### src/rtl/regfile_wb_arbiter.sv
// regfile_wb_arbiter: shares the register-file write port between pipeline writeback and a buffered long-latency unit
module regfile_wb_arbiter #(
  parameter int FIFO_DEPTH   = 2,
  parameter int STARVE_LIMIT = 4
) (
  input  logic        i_clk,
  input  logic        i_rst,
  input  logic        i_wb_valid,
  output logic        o_wb_ready,
  input  logic [4:0]  i_wb_rd_addr,
  input  logic [31:0] i_wb_rd_data,
  input  logic        i_lu_valid,
  output logic        o_lu_ready,
  input  logic [4:0]  i_lu_rd_addr,
  input  logic [31:0] i_lu_rd_data,
  input  logic        i_iss_valid,
  input  logic [4:0]  i_iss_rd_addr,
  input  logic [4:0]  i_chk_rs1_addr,
  input  logic [4:0]  i_chk_rs2_addr,
  input  logic [4:0]  i_chk_rd_addr,
  output logic        o_hazard_stall,
  output logic [4:0]  o_rd_addr,
  output logic [31:0] o_rd_data,
  output logic        o_rd_wren
);
  localparam int PW = $clog2(FIFO_DEPTH);
  localparam int CW = $clog2(FIFO_DEPTH + 1);
  localparam int SW = $clog2(STARVE_LIMIT + 1);
  logic [4:0]    fifo_addr [FIFO_DEPTH];
  logic [31:0]   fifo_data [FIFO_DEPTH];
  logic [PW-1:0] wr_ptr, rd_ptr;
  logic [CW-1:0] count;
  logic [SW-1:0] starve_cnt;
  logic [31:0]   busy, busy_nxt;
  logic          empty, full, override, push, wb_grant, fifo_grant;
  logic [4:0]    head_addr, g_addr;
  logic [31:0]   head_data, g_data;
  assign empty      = count == '0;
  assign full       = count == CW'(FIFO_DEPTH);
  assign override   = !empty && starve_cnt == SW'(STARVE_LIMIT);
  assign o_wb_ready = !i_rst && !override;
  assign o_lu_ready = !i_rst && !full;
  assign push       = i_lu_valid && o_lu_ready;
  assign wb_grant   = i_wb_valid && o_wb_ready;
  assign fifo_grant = !i_rst && !empty && (override || !i_wb_valid);
  assign head_addr  = fifo_addr[rd_ptr];
  assign head_data  = fifo_data[rd_ptr];
  assign g_addr     = fifo_grant ? head_addr : i_wb_rd_addr;
  assign g_data     = fifo_grant ? head_data : i_wb_rd_data;
  assign o_hazard_stall = !i_rst && (busy[i_chk_rs1_addr] | busy[i_chk_rs2_addr] | busy[i_chk_rd_addr]);
  // set is applied after clear so a same-cycle issue to the retiring register stays busy
  always_comb begin
    busy_nxt = busy;
    if (fifo_grant) busy_nxt[head_addr] = 1'b0;
    if (i_iss_valid) busy_nxt[i_iss_rd_addr] = 1'b1;
    busy_nxt[0] = 1'b0;
  end
  always_ff @(posedge i_clk) begin
    if (push) begin
      fifo_addr[wr_ptr] <= i_lu_rd_addr;
      fifo_data[wr_ptr] <= i_lu_rd_data;
    end
  end
  always_ff @(posedge i_clk) begin
    if (i_rst) begin
      wr_ptr     <= '0;
      rd_ptr     <= '0;
      count      <= '0;
      starve_cnt <= '0;
      busy       <= '0;
      o_rd_addr  <= '0;
      o_rd_data  <= '0;
      o_rd_wren  <= 1'b0;
    end else begin
      if (push) wr_ptr <= wr_ptr + PW'(1);
      if (fifo_grant) rd_ptr <= rd_ptr + PW'(1);
      count <= count + CW'(push) - CW'(fifo_grant);
      starve_cnt <= (fifo_grant || empty) ? '0 :
                    (starve_cnt == SW'(STARVE_LIMIT)) ? starve_cnt : starve_cnt + SW'(1);
      busy <= busy_nxt;
      o_rd_wren <= (fifo_grant || wb_grant) && g_addr != '0;
      if (fifo_grant || wb_grant) begin
        o_rd_addr <= g_addr;
        o_rd_data <= g_data;
      end
    end
  end
endmodule

### config.mk
export PLATFORM = sky130hd
export DESIGN_NAME = regfile_wb_arbiter
export DESIGN_NICKNAME = d
export VERILOG_FILES = /design/src/rtl/regfile_wb_arbiter.sv
export SDC_FILE = /design/constraint.sdc
export NUM_CORES = 1
export LEC_CHECK = 0
export BUFFER_PORTS_ARGS = -buffer_cell sky130_fd_sc_hd__buf_2
export CAP_MARGIN = 20
export CORE_MARGIN = 5
export CORE_UTILIZATION = 59
export DETAILED_ROUTE_END_ITERATION = 10
export GPL_ROUTABILITY_DRIVEN = 1
export PLACE_DENSITY = 0.9
export RECOVER_POWER = 25
export SETUP_SLACK_MARGIN = 0.02
export SYNTH_ARGS = -nofsm -noshare
export SYNTH_HDL_FRONTEND = slang
export SYNTH_SLANG_ARGS = --single-unit
### constraint.sdc
create_clock -name i_clk -period 6.16 [get_ports i_clk]
set_clock_uncertainty 0.05 [all_clocks]
set_input_delay 1.232 -clock i_clk [delete_from_list [all_inputs] [get_ports i_clk]]
set_output_delay 1.232 -clock i_clk [all_outputs]
set_load 0.02 [all_outputs]
==> out/qor.yml <==
worst_setup_path:
  crit_path_max_fanout: 10
  worstSetupPathType: "primary input to output port"
  cp-start-kind: "primary input"
  critical_path.max_stage_delay_ns: 0.52
  end_kind: "output port"
  critPathRequiredTime_ns: 4.88
  cp_slowest_cell: "mux4_2"
  cp_cell_sequence: "buf_2 -> mux4_2 -> mux2_2 -> a311oi_1 -> a41oi_1 -> buf_2"
  r2r-end: "count[1]"
  reg2reg_from: "starve_cnt[0]"
  rrSetupSlack_ns: 3.35
  crit_top_cell: "buf_2"
  worstPathArrival_ns: 2.97
  reg2regPathDepth: 11
pwr:
  sw_frac_of_total: 0.280
  combPwrFrac: 0.159
  irDropWorstVdd_mv: 0.246
  intPower_w: 0.00183
  power_frac_seq: 0.459
  p_sw_w: 0.000713
  power_leakage_nw: 2.88
  p_per_area_nw_per_um2: 316
  clock_power_share: 0.382
sta:
  max_freq_mhz: 235
  setup_violations: 0
  post-route-period-util: 0.690
  tightest_slew_ns: 1.06
  min_period_ns: 4.25
  rsz0062_at_grt: "no"
  worst_hold_slack_ns: 0.397
  hold_viol: 0
  setup_tns_ns: 0
  slew_viol_final: 0
  relSlewSlack: 0.292
hold_path:
  hold_depth: 2
  min_to: "o_rd_data[4]"
  min_from: "o_rd_data[4]"
  hold_class: "flip-flop to flip-flop"
logic_synthesis:
  yosysWarnings: 0
  synth_cell_types: 44
  synth_area_leaders: "edfxtp_1 33%, dfxtp_1 23%, mux2i_1 7.6%, nand2_1 7.0%, a21oi_1 5.4%"
  synth_seq_cells: 151
  synth.avg_cell_area_um2: 10.7
  synth_nets: 731
  ys_seq_area_frac: 0.558
  synth_edf_count: 74
  synth.cell_area_um2: 6750
  yosysTopAreaCell: "edfxtp_1"
  async_reset_ff_frac: 0
  synth_top_area_frac: 0.329
  synth_top_flop_cell: "dfxtp_1"
  syn_inst: 628
detailed_routing:
  routed_wl_um: 18200
  drc: 0
  drt-initial-drc-count: 581
  vias: 5634
  wl_per_cell_um: 20.0
  first_pass_iters: 5
  via_per_inst: 6.19
  detail-route-antenna-nets: 0
layout:
  fill_cells: 763
  final_cell_mix: "125 x nand2_1, 123 x buf_2, 76 x dfxtp_1"
  finalNetCount: 856
  finalNonFillerCells: 910
  final_common_cell: "nand2_1"
  design_area_um2: 8060
  drive_above_1_share: 0.240
  syn2layout_area_growth_pct: 19.5
  fin_util: 0.712
die:
  coreArea_um2: 11300
  initial_core_util: 0.596
  row_count: 39
  chipWidth_um: 117
  io_pins: 140
  die_h_um: 117
  dieArea_um2: 13700
placed_design:
  place_congestion: 0.922
  io_buffers: 139
  hpwlAfterDp_um: 12300
  placed_cell_area_um2: 7520
  place_inst: 877
cts:
  ctsHtreeMaxLevel: 4
  clk_latency_ns: 0.42
  path_clk_slew_ns: 0.06
  cts_buffer_depth: 2
  cts-buffers-inserted: 17
  ctsHoldBuffers: 0
  cts-root-buf: "clkbuf_16"
  cts_setup_buffers: 0
  clock-sinks: 151
  cts_tree: "done"
  cts-resized-gates: 0
global_routing:
  grt_pass1_wl_um: 28400
  grt_max_degree: 82
  grt.total_usage: 0.273
  grt_pass1_vias: 5622
  antenna_found_initial: 3
  gr-total-overflow: 0
run_status:
  status: "completed"
job:
  cap_violations: 0
-- Yosys cell counts (2+ instances only) --
library cell / n
nand2_1: 125
dfxtp_1: 77
edfxtp_1: 74
a21oi_1: 73
mux2i_1: 51
o211ai_1: 38
o21ai_0: 26
clkbuf_1: 20
nor2_1: 19
buf_2: 15
mux4_2: 13
nor2b_1: 11
mux2_2: 8
nor3_1: 8
o21ai_1: 8
inv_1: 5
nor3b_1: 5
a211oi_1: 4
ha_1: 4
a311oi_1: 3
and3_1: 3
nand2b_1: 3
nand3_1: 3
xnor2_1: 3
a2111oi_0: 2
a22o_1: 2
and2_1: 2
buf_1: 2
nand3b_1: 2
nor4_1: 2
o22ai_1: 2
o311ai_0: 2
xor2_1: 2
-- logic make-up after synthesis --
logic type / Yosys count / share of synthesized area
buffers and inverters: 43 / 0.0273
muxes: 72 / 0.132
DFF: 151 / 0.558
and+or+nand+nor: 189 / 0.122
adders and majority gates: 4 / 0.00742
xor gates and xnor gates: 5 / 0.00649
AOI/OAI and AO/OA: 164 / 0.146
-- worst max path at each step --
stage	depth (start not counted)	slack (ns)	to	from
after floorplan	4	2.08	fifo_addr[0][0]	i_rst
after global placement	6	1.96	o_hazard_stall	i_chk_rs2_addr[1]
after detailed placement	6	1.94	o_hazard_stall	i_chk_rs2_addr[1]
after CTS	6	1.94	o_hazard_stall	i_chk_rs2_addr[1]
after global routing	7	1.76	o_hazard_stall	i_chk_rs1_addr[1]
final	6	1.91	o_hazard_stall	i_chk_rs2_addr[1]
-- critical path: cells and delay by family --
kind / cells / cell delay (ns)
buffers and inverters: 2 / 0.42
muxes: 2 / 0.79
AOI/OAI and AO/OA: 2 / 0.51
-- area by class of cell --
class	instances	area [um^2]	share of cell area
antenna	1	2.50	0.000311
clock buffer	19	433	0.0537
clock inverter	13	125	0.0155
inverter	5	18.8	0.00233
multi-input combinational	434	2810	0.349
sequential	151	3760	0.467
tap	143	179	0.0222
timing repair buffer	144	726	0.0901
-- through the flow --
step	setup WS, ns	power [W]
final	1.91	0.00255
after global routing	1.76	0.00264
after CTS	1.94	0.00255
after detailed placement	1.94	0.00159
after global placement	1.96	0.00156
after floorplan	2.08	0.00144
-- metal layers --
layer | GRT usage | up-vias | wire length (um)
met3 | 0.0961 | 53 | 1640
li1 | - | 2571 | -
met5 | 0 | - | 23
met1 | 0.312 | 2671 | 6670
met4 | 0.118 | 4 | 600
met2 | 0.465 | 335 | 9270
-- power by group through the flow --
| stage | Clock, W | Combinational [W] | Sequential (W) |
|---|---|---|---|
| after floorplan | 0 | 0.000224 | 0.00122 |
| after global placement | 0 | 0.000371 | 0.00119 |
| after detailed placement | 0 | 0.000397 | 0.00119 |
| after CTS | 0.000972 | 0.000405 | 0.00117 |
| after global routing | 0.00103 | 0.000438 | 0.00118 |
| final | 0.000973 | 0.000404 | 0.00117 |
-- sequential cells by signal, summed over array words and instances, names as in the netlist, named ones only --
signal and count:
fifo_addr 10, o_rd_addr 5, starve_cnt 3, o_rd_data 32, wr_ptr 1, count 2, o_rd_wren 1, busy 31
fifo_data 64, rd_ptr 1
Power figures use the tool's default switching activity.
